==> src/rtl/pipe_if_queue_if.sv <==
// Handshake bundle between the fetch stage, the fetch queue and decode.
// master: the side producing fetches and control (IF/ID).
// slave:  the queue itself.
interface pipe_if_queue_if #(
  parameter int INSTR_W = 32,
  parameter int PC_W    = 32,
  parameter int DEPTH   = 4,
  parameter int CNT_W   = 16
);
  localparam int CW = $clog2(DEPTH) + 1;

  logic               in_valid;
  logic [PC_W-1:0]    in_pc;
  logic [PC_W-1:0]    in_npc;
  logic [INSTR_W-1:0] in_instruction;
  logic               out_ready;
  logic               in_stall;
  logic               in_branch;
  logic               out_valid;
  logic [PC_W-1:0]    out_pc;
  logic [PC_W-1:0]    out_npc;
  logic [INSTR_W-1:0] out_instruction;
  logic [CW-1:0]      out_count;
  logic               out_full;
  logic               out_empty;
  logic [CNT_W-1:0]   out_discard_count;

  modport master (
    output in_valid, in_pc, in_npc, in_instruction, in_stall, in_branch,
    input  out_ready, out_valid, out_pc, out_npc, out_instruction,
           out_count, out_full, out_empty, out_discard_count
  );

  modport slave (
    input  in_valid, in_pc, in_npc, in_instruction, in_stall, in_branch,
    output out_ready, out_valid, out_pc, out_npc, out_instruction,
           out_count, out_full, out_empty, out_discard_count
  );
endinterface

==> src/rtl/pipe_if_queue.sv <==
// Instruction fetch queue between IF and ID: first-word-fall-through FIFO
// of {pc, npc, instruction}. A branch redirect empties it and adds the
// dropped occupancy to a saturating discard counter.
module pipe_if_queue #(
  parameter int INSTR_W = 32,
  parameter int PC_W    = 32,
  parameter int DEPTH   = 4,
  parameter int CNT_W   = 16
) (
  input  logic               in_clk,
  input  logic               in_rst,
  pipe_if_queue_if.slave     q
);
  localparam int AW = $clog2(DEPTH);
  localparam int CW = AW + 1;
  // Sum width large enough that disc + count can never wrap before the
  // saturation compare.
  localparam int SW = ((CNT_W > CW) ? CNT_W : CW) + 1;
  localparam logic [SW-1:0] DISC_MAX = SW'({CNT_W{1'b1}});

  typedef struct packed {
    logic [PC_W-1:0]    pc;
    logic [PC_W-1:0]    npc;
    logic [INSTR_W-1:0] instr;
  } entry_t;

  entry_t           mem_q [DEPTH];
  logic [AW-1:0]    rd_ptr_q, rd_ptr_d;
  logic [AW-1:0]    wr_ptr_q, wr_ptr_d;
  logic [CW-1:0]    count_q, count_d;
  logic [CNT_W-1:0] disc_q, disc_d;
  logic [SW-1:0]    disc_sum;

  logic full, empty, push, pop;
  entry_t head;

  assign full  = (count_q == CW'(DEPTH));
  assign empty = (count_q == '0);
  // No pop-to-push bypass when full: ready depends on registered state only.
  assign push  = q.in_valid && !full && !q.in_branch;
  assign pop   = !empty && !q.in_stall && !q.in_branch;
  assign head  = mem_q[rd_ptr_q];

  assign q.out_ready         = !full;
  assign q.out_valid         = !empty;
  assign q.out_full          = full;
  assign q.out_empty         = empty;
  assign q.out_count         = count_q;
  assign q.out_discard_count = disc_q;
  // Storage is not reset, so head fields are forced to zero (a NOP bubble)
  // whenever nothing valid is queued.
  assign q.out_pc            = empty ? '0 : head.pc;
  assign q.out_npc           = empty ? '0 : head.npc;
  assign q.out_instruction   = empty ? '0 : head.instr;

  assign disc_sum = SW'(disc_q) + SW'(count_q);

  // Next-state for pointers, occupancy and discard counter; flush wins.
  always_comb begin
    rd_ptr_d = rd_ptr_q;
    wr_ptr_d = wr_ptr_q;
    count_d  = count_q;
    disc_d   = disc_q;
    if (q.in_branch) begin
      rd_ptr_d = '0;
      wr_ptr_d = '0;
      count_d  = '0;
      disc_d   = (disc_sum > DISC_MAX) ? {CNT_W{1'b1}} : disc_sum[CNT_W-1:0];
    end else begin
      if (push) wr_ptr_d = wr_ptr_q + AW'(1);
      if (pop)  rd_ptr_d = rd_ptr_q + AW'(1);
      case ({push, pop})
        2'b10:   count_d = count_q + CW'(1);
        2'b01:   count_d = count_q - CW'(1);
        default: count_d = count_q;
      endcase
    end
  end

  // Control state; async reset drops every entry immediately.
  always_ff @(posedge in_clk or posedge in_rst) begin
    if (in_rst) begin
      rd_ptr_q <= '0;
      wr_ptr_q <= '0;
      count_q  <= '0;
      disc_q   <= '0;
    end else begin
      rd_ptr_q <= rd_ptr_d;
      wr_ptr_q <= wr_ptr_d;
      count_q  <= count_d;
      disc_q   <= disc_d;
    end
  end

  // Entry storage, written only on an accepted push; intentionally unreset.
  always_ff @(posedge in_clk) begin
    if (push) mem_q[wr_ptr_q] <= '{pc: q.in_pc, npc: q.in_npc, instr: q.in_instruction};
  end
endmodule
==> src/flat_wrapper.sv <==
// flat-port wrapper written by rule: the top's interface ports become plain ports
module pipe_if_queue_flat 
#(
  parameter int INSTR_W = 32,
  parameter int PC_W    = 32,
  parameter int DEPTH   = 4,
  parameter int CNT_W   = 16
)
  (in_clk, in_rst, q_in_valid, q_in_pc, q_in_npc, q_in_instruction, q_in_stall, q_in_branch, q_out_ready, q_out_valid, q_out_pc, q_out_npc, q_out_instruction, q_out_count, q_out_full, q_out_empty, q_out_discard_count);
  pipe_if_queue_if #(.INSTR_W(INSTR_W), .PC_W(PC_W), .DEPTH(DEPTH), .CNT_W(CNT_W)) q_i ();
  input  logic in_clk;
  input  logic in_rst;
  input wire logic [$bits(q_i.in_valid)-1:0] q_in_valid;
  input wire logic [$bits(q_i.in_pc)-1:0] q_in_pc;
  input wire logic [$bits(q_i.in_npc)-1:0] q_in_npc;
  input wire logic [$bits(q_i.in_instruction)-1:0] q_in_instruction;
  input wire logic [$bits(q_i.in_stall)-1:0] q_in_stall;
  input wire logic [$bits(q_i.in_branch)-1:0] q_in_branch;
  output wire logic [$bits(q_i.out_ready)-1:0] q_out_ready;
  output wire logic [$bits(q_i.out_valid)-1:0] q_out_valid;
  output wire logic [$bits(q_i.out_pc)-1:0] q_out_pc;
  output wire logic [$bits(q_i.out_npc)-1:0] q_out_npc;
  output wire logic [$bits(q_i.out_instruction)-1:0] q_out_instruction;
  output wire logic [$bits(q_i.out_count)-1:0] q_out_count;
  output wire logic [$bits(q_i.out_full)-1:0] q_out_full;
  output wire logic [$bits(q_i.out_empty)-1:0] q_out_empty;
  output wire logic [$bits(q_i.out_discard_count)-1:0] q_out_discard_count;
  assign q_i.in_valid = q_in_valid;
  assign q_i.in_pc = q_in_pc;
  assign q_i.in_npc = q_in_npc;
  assign q_i.in_instruction = q_in_instruction;
  assign q_i.in_stall = q_in_stall;
  assign q_i.in_branch = q_in_branch;
  assign q_out_ready = q_i.out_ready;
  assign q_out_valid = q_i.out_valid;
  assign q_out_pc = q_i.out_pc;
  assign q_out_npc = q_i.out_npc;
  assign q_out_instruction = q_i.out_instruction;
  assign q_out_count = q_i.out_count;
  assign q_out_full = q_i.out_full;
  assign q_out_empty = q_i.out_empty;
  assign q_out_discard_count = q_i.out_discard_count;
  pipe_if_queue #(.INSTR_W(INSTR_W), .PC_W(PC_W), .DEPTH(DEPTH), .CNT_W(CNT_W)) u_core (.in_clk(in_clk), .in_rst(in_rst), .q(q_i));
endmodule
==> config.mk <==
export PLATFORM = sky130hd
export DESIGN_NAME = pipe_if_queue_flat
export DESIGN_NICKNAME = d
export VERILOG_FILES = /design/src/rtl/pipe_if_queue_if.sv /design/src/rtl/pipe_if_queue.sv /design/src/flat_wrapper.sv
export SDC_FILE = /design/constraint.sdc
export NUM_CORES = 1
export LEC_CHECK = 0
export ABC_CLOCK_PERIOD_IN_PS = 6600
export BUFFER_PORTS_ARGS = -buffer_cell sky130_fd_sc_hd__buf_4
export CORE_MARGIN = 10
export CORE_UTILIZATION = 51
export DETAILED_ROUTE_END_ITERATION = 6
export PLACE_DENSITY_LB_ADDON = 0.1
export SLEW_MARGIN = 20
export SYNTH_ARGS = -nofsm -noshare
export SYNTH_HDL_FRONTEND = slang
export SYNTH_SLANG_ARGS = --single-unit
export TNS_END_PERCENT = 10
==> constraint.sdc <==
create_clock -name in_clk -period 6.6 [get_ports in_clk]
set_clock_uncertainty 0.1 [all_clocks]
set_input_delay 1.32 -clock in_clk [delete_from_list [all_inputs] [get_ports in_clk]]
set_output_delay 1.32 -clock in_clk [all_outputs]
set_load 0.05 [all_outputs]
==> results of run 1 <==
-- how the worst min path moves through the flow --
stage,slack (ps),to,cells after the start
after floorplan,440,u_core.wr_ptr_q[1],2
after global placement,420,u_core.q.out_discard_count[0],1
after detailed placement,440,u_core.q.out_discard_count[2],1
after CTS,450,u_core.q.out_discard_count[2],1
after global routing,480,u_core.q.out_discard_count[0],1
final,460,u_core.q.out_discard_count[2],1
-- registers in the layout, summed over array words and instances, names as in the netlist --
register / flops
u_core.q.out_discard_count: 16
u_core.mem_q: 384
u_core.wr_ptr_q: 2
u_core.q.out_count: 3
u_core.rd_ptr_q: 2
-- cells by family (layout without fill, tap and decap cells) --
logic type / Yosys count / in the layout / synth area share [%]
compound gates: 23 / 23 / 1.17
fa+ha+maj: 9 / 9 / 0.804
other cells: 0 / 3 / 0
mux: 99 / 99 / 13.8
flops: 407 / 407 / 76.2
simple gates: 159 / 159 / 5.95
xor+xnor: 13 / 13 / 0.717
buf+inv: 46 / 313 / 1.32
-- metrics by stage --
stage,cells,cell area (um^2),power (mW),util (%)
CTS,1419,19200,8.56,62.7
floorplan,756,15900,5.39,-
global route,1420,19200,8.81,62.7
global placement,1345,18000,6.34,58.6
detailed placement,1345,18000,6.35,58.6
finish,1422,19200,8.44,62.8
-- where the power goes --
part           total, mW  internal, mW  switching (mW)
logic               3.13          1.07            2.06
clock network       2.21          1.31           0.899
registers           3.11          2.98           0.127
-- layout by cell type, fill, tap and decap left out, types with 3 or more instances in the layout --
master	instances
buf_4	227
edfxtp_1	384
bufinv_16	3
xnor2_1	8
a21oi_1	6
xor2_1	5
clkbuf_1	11
diode_2	3
and2_1	96
nand2_1	18
ha_1	7
dfrtp_1	21
inv_1	10
clkinv_1	10
clkbuf_16	43
mux4_2	96
nor2_1	10
or3_1	3
and2_4	4
o22a_1	3
nand3_1	9
nand2b_1	3
clkinv_2	6
-- per-layer routing --
metal	vias to the layer above	part of all wire (%)
met1	4082	41
met5	-	0.060
met2	195	51
met3	42	6.2
met4	2	1.4
li1	3506	-
-- layout make-up --
type | instances | area share [%]
clock inverter | 20 | 0.865
antenna | 3 | 0.0390
sequential | 407 | 62.9
clock buffer | 54 | 5.80
multi-input combinational | 303 | 18.6
inverter | 11 | 0.241
timing repair buffer | 228 | 8.96
tap | 396 | 2.57
==> results.sh, run 1 <==
export IMPL_met2_usage_pct=28.5
export IMPL_hold_slack_ps=457
export IMPL_die_area_um2=38600
export IMPL_boundaryPins=220
export IMPL_synth_warnings=0
export IMPL_cts_resized=0
export IMPL_ys_flop_type="edfxtp_1"
export IMPL_crit_chain="buf_4, mux4_2, and2_1, buf_4"
export IMPL_seqCellArea_um2=12100
export IMPL_area_growth_pct=21.2
export IMPL_path_clk_slew_ps=60
export IMPL_dr_first_iter_drc_count=385
export IMPL_grtUsageMet1_pct=21.7
export IMPL_io_buffers=219
export IMPL_async_flop_share_pct=5.65
export IMPL_finalSetupViolations=0
export IMPL_dp_slack_ps=2730
export IMPL_hold_path_class="reg -> reg"
export IMPL_htreeDepth=2
export IMPL_crit_path_start_kind="flip-flop"
export IMPL_final_setup_tns_ps=0
export IMPL_cpLargestDelayFamily="flip-flops"
export IMPL_synth_edf_count=384
export IMPL_r2r_setup_slack_ps=3540
export IMPL_worstSetupPathType="reg -> out"
export IMPL_ys_types=48
export IMPL_rsz0062_at_grt="no"
export IMPL_fin_ws_ps=2290
export IMPL_wl_per_cell_um=23.3
export IMPL_seq_area_frac_synth_pct=76.2
export IMPL_place_gp_congestion=0.701
export IMPL_max_vdd_ir_drop_mv=0.311
export IMPL_crit_arrival_ps=2890
export IMPL_reg2reg_to="u_core.mem_q[2][69]"
export IMPL_yosysMostFrequentCell="edfxtp_1"
export IMPL_synth_common_cells="edfxtp_1 (384), and2_1 (100), mux4_2 (96), dfrtp_1 (23), clkbuf_1 (20)"
export IMPL_r2r_cells=5
export IMPL_status="finished, final reports clean"
export IMPL_cap_viol_max_count=0
export IMPL_grtUsageTotal_pct=17.0
export IMPL_max_slew_worst_pin_slew_ps=1050
export IMPL_dpl_hpwl_mm=20.2
export IMPL_viasPerCell=5.50
export IMPL_cp_slowest_cell="dfrtp_4"
export IMPL_powerDensity_nw_per_um2=439
export IMPL_antenna_found_initial=3
export IMPL_cpPeakStageDelay_ps=900
export IMPL_crit_path_max_fanout=43
export IMPL_num_vias=7827
export IMPL_synth_seq_cells=407
export IMPL_grt_busiest_layer="met2"
export IMPL_holdBufCountCts=0
export IMPL_drtPass1Iterations=4
export IMPL_timing_rr_start="u_core.q.out_count[2]"
export IMPL_cts_buffer_depth=3
export IMPL_grt_util_met3_pct=4.41
export IMPL_yosysTopAreaCellShare_pct=72.6
export IMPL_rows=64
export IMPL_cts_tree="done"
export IMPL_fin_crit_ps=4310
export IMPL_fillers=2218
export IMPL_cts_buffers=41
export IMPL_synth_top_area_cell="edfxtp_1"
export IMPL_cpMostUsedCell="buf_4"
export IMPL_cp_depth=4
export IMPL_finalHoldViolCount=0
export IMPL_drt_wl_total_mm=33.2
export IMPL_clock_latency_ps=510
export IMPL_max_freq_ghz=0.232
export IMPL_core_um2=30700
export IMPL_syn_num_nets=866
export IMPL_die_x_um=196
export IMPL_grt_first_pass_wirelength_mm=51.1
export IMPL_cts_sinks=407
export IMPL_relSlewSlack_pct=29.9
export IMPL_gr_total_overflow=0
export IMPL_drive_gt1_share_pct=38.7
export IMPL_end_kind="output pin"
export IMPL_ant_nets=0
export IMPL_post_cts_buffers=0
export IMPL_grt_pass1_vias=8563
export IMPL_required_ps=5180
export IMPL_endpoint="q_out_npc[18]"
export IMPL_postSynthCellCount=756
export IMPL_grt_max_degree=66
export IMPL_multi_input_area_um2=3580
export IMPL_path_buf_inv=2
export IMPL_root_buffer="clkbuf_16"
export IMPL_drc=0
export IMPL_leakagePower_nw=6.69
export IMPL_synthTopCellsByArea="edfxtp_1 (73%), mux4_2 (14%), and2_1 (3.9%)"
export IMPL_fin_crit_sh_pct=65.3
export IMPL_nets=1102
export IMPL_hold_path_startpoint="u_core.q.out_discard_count[2]"
export IMPL_chipHeight_um=196
export IMPL_initial_utilization_pct=51.8
export IMPL_synthesis_area_um2=15900
export IMPL_report_final_slew_viol_count=0
export IMPL_syn_area_per_cell_um2=21.0
export IMPL_critPathLaunch="u_core.rd_ptr_q[1]"
No activity file was read; power rests on OpenSTA's default activity.
==> inputs of run 2 (changes only) <==
--- a/config.mk
+++ b/config.mk
@@ -5,7 +5,7 @@
 export SDC_FILE = /design/constraint.sdc
 export NUM_CORES = 1
 export LEC_CHECK = 0
-export ABC_CLOCK_PERIOD_IN_PS = 6600
+export ABC_CLOCK_PERIOD_IN_PS = 4150
 export BUFFER_PORTS_ARGS = -buffer_cell sky130_fd_sc_hd__buf_4
 export CORE_MARGIN = 10
 export CORE_UTILIZATION = 51
==> constraint.sdc (replaced) <==
create_clock -name in_clk -period 4.15 [get_ports in_clk]
set_clock_uncertainty 0.1 [all_clocks]
set_input_delay 0.83 -clock in_clk [delete_from_list [all_inputs] [get_ports in_clk]]
set_output_delay 0.83 -clock in_clk [all_outputs]
set_load 0.05 [all_outputs]
==> results.sh, run 2 (synthesized netlist as in run 1, its figures left out) <==
export IMPL_status="finished, final reports clean"
export IMPL_dpl_cell_area_um2=18100
export IMPL_reg2reg_to="u_core.q.out_count[2]"
export IMPL_r2r_setup_slack_ps=1190
export IMPL_crit_arrival_ps=2650
export IMPL_rows=64
export IMPL_die_area_um2=38600
export IMPL_place_gp_congestion=0.734
export IMPL_grt_first_pass_wirelength_mm=49.5
export IMPL_holdBufCountCts=0
export IMPL_core_um2=30700
export IMPL_critPathLaunch="u_core.q.out_count[0]"
export IMPL_cap_viol_max_count=0
export IMPL_crit_path_start_kind="flip-flop"
export IMPL_final_common_cell="edfxtp_1"
export IMPL_fin_crit_ps=3580
export IMPL_required_ps=3220
export IMPL_num_vias=7778
export IMPL_post_cts_buffers=0
export IMPL_boundaryPins=220
export IMPL_most_common_layout_cells="edfxtp_1 (384), buf_4 (231), mux4_2 (96), and2_1 (96), clkbuf_16 (45)"
export IMPL_nets=1112
export IMPL_path_clk_slew_ps=60
export IMPL_area_growth_pct=23.0
export IMPL_dr_first_iter_drc_count=407
export IMPL_cts_tree="done"
export IMPL_regMostFlops="u_core.mem_q"
export IMPL_hold_path_class="in -> async"
export IMPL_max_slew_worst_pin_slew_ps=907
export IMPL_grt_max_degree=50
export IMPL_grt_pass1_vias=8222
export IMPL_cts_buffer_depth=3
export IMPL_htreeDepth=2
export IMPL_chipHeight_um=196
export IMPL_root_buffer="clkbuf_16"
export IMPL_fin_crit_sh_pct=86.1
export IMPL_cts_buffers=42
export IMPL_drive_gt1_share_pct=39.8
export IMPL_initial_utilization_pct=51.8
export IMPL_grtUsageTotal_pct=16.5
export IMPL_wl_per_cell_um=22.4
export IMPL_rsz0062_at_grt="no"
export IMPL_powerDensity_nw_per_um2=706
export IMPL_post_route_util_pct=63.7
export IMPL_endpoint="q_out_npc[16]"
export IMPL_crit_path_max_fanout=41
export IMPL_worstSetupPathType="reg -> out"
export IMPL_relSlewSlack_pct=39.4
export IMPL_io_buffers=219
export IMPL_dpl_hpwl_mm=20.5
export IMPL_n_antenna_cell=0
export IMPL_max_vdd_ir_drop_mv=0.575
export IMPL_timing_rr_start="u_core.q.out_count[0]"
export IMPL_fillers=2113
export IMPL_die_x_um=196
export IMPL_cts_resized=0
export IMPL_largest_register_ffs=384
export IMPL_max_freq_ghz=0.280
export IMPL_finalSetupViolations=0
export IMPL_ant_nets=0
export IMPL_drtPass1Iterations=4
export IMPL_clock_latency_ps=530
export IMPL_end_kind="output pin"
export IMPL_dp_cells=1354
export IMPL_finalHoldViolCount=0
export IMPL_drt_wl_total_mm=32.1
export IMPL_leakagePower_nw=6.83
export IMPL_viasPerCell=5.44
export IMPL_finalNonFillerCells=1431
export IMPL_fin_area_um2=19500
export IMPL_report_final_slew_viol_count=0
export IMPL_cts_sinks=407
export IMPL_r2r_cells=10
export IMPL_gr_total_overflow=0
export IMPL_drc=0
export IMPL_antenna_found_initial=0
==> run 2: where the power goes <==
part | leakage [nW] | internal [mW] | switching, mW
clock | 0.701 | 2.41 | 1.46
sequential | 3.79 | 4.74 | 0.161
combinational | 2.34 | 1.75 | 3.27
==> run 2: routing by layer <==
layer / part of all wire, % / wire length, um / track usage (%) / up-vias
li1: - / - / - / 3519
met1: 44 / 14000 / 22.6 / 4044
met2: 49 / 15600 / 25.7 / 183
met3: 6.6 / 2110 / 5.23 / 32
met4: 1.3 / 406 / 3.31 / 0
met5: 0 / 0 / 0 / -
==> run 2: worst min-delay path by stage <==
stage / slack [ps] / cells past startpoint / to
4_1_cts: 380 / 1 / u_core.mem_q[0][54]
5_1_grt: 370 / 1 / u_core.mem_q[1][75]
2_1_floorplan: 440 / 2 / u_core.wr_ptr_q[1]
3_3_place_gp: 430 / 1 / u_core.q.out_discard_count[0]
3_5_place_dp: 440 / 1 / u_core.q.out_discard_count[2]
6_report: 400 / 2 / u_core.q.out_discard_count[15]
==> run 2: cell type report <==
| cell class | count | area (um^2) | share of cell area (%) |
|---|---|---|---|
| clock buffer | 54 | 1160 | 5.94 |
| clock inverter | 23 | 289 | 1.48 |
| inverter | 11 | 46.3 | 0.237 |
| multi-input combinational | 303 | 3580 | 18.3 |
| sequential | 407 | 12100 | 62.0 |
| tap | 396 | 495 | 2.54 |
| timing repair buffer | 237 | 1850 | 9.49 |
==> run 2: critical path, cell delays in order (launching register included) <==
cell and delay (ps):
dfrtp_1 470, or3_2 880, buf_4 360, and2_1 170
buf_4 190
==> run 2: per-stage QoR <==
stage	TNS, ps	setup WS [ps]	hold slack [ps]	power [mW]
finish	0	575	397	13.8
global route	0	401	370	14.4
CTS	0	519	380	14.0
detailed placement	0	1080	440	10.1
floorplan	-15580	-54.1	443	8.56
global placement	0	1120	429	10.1
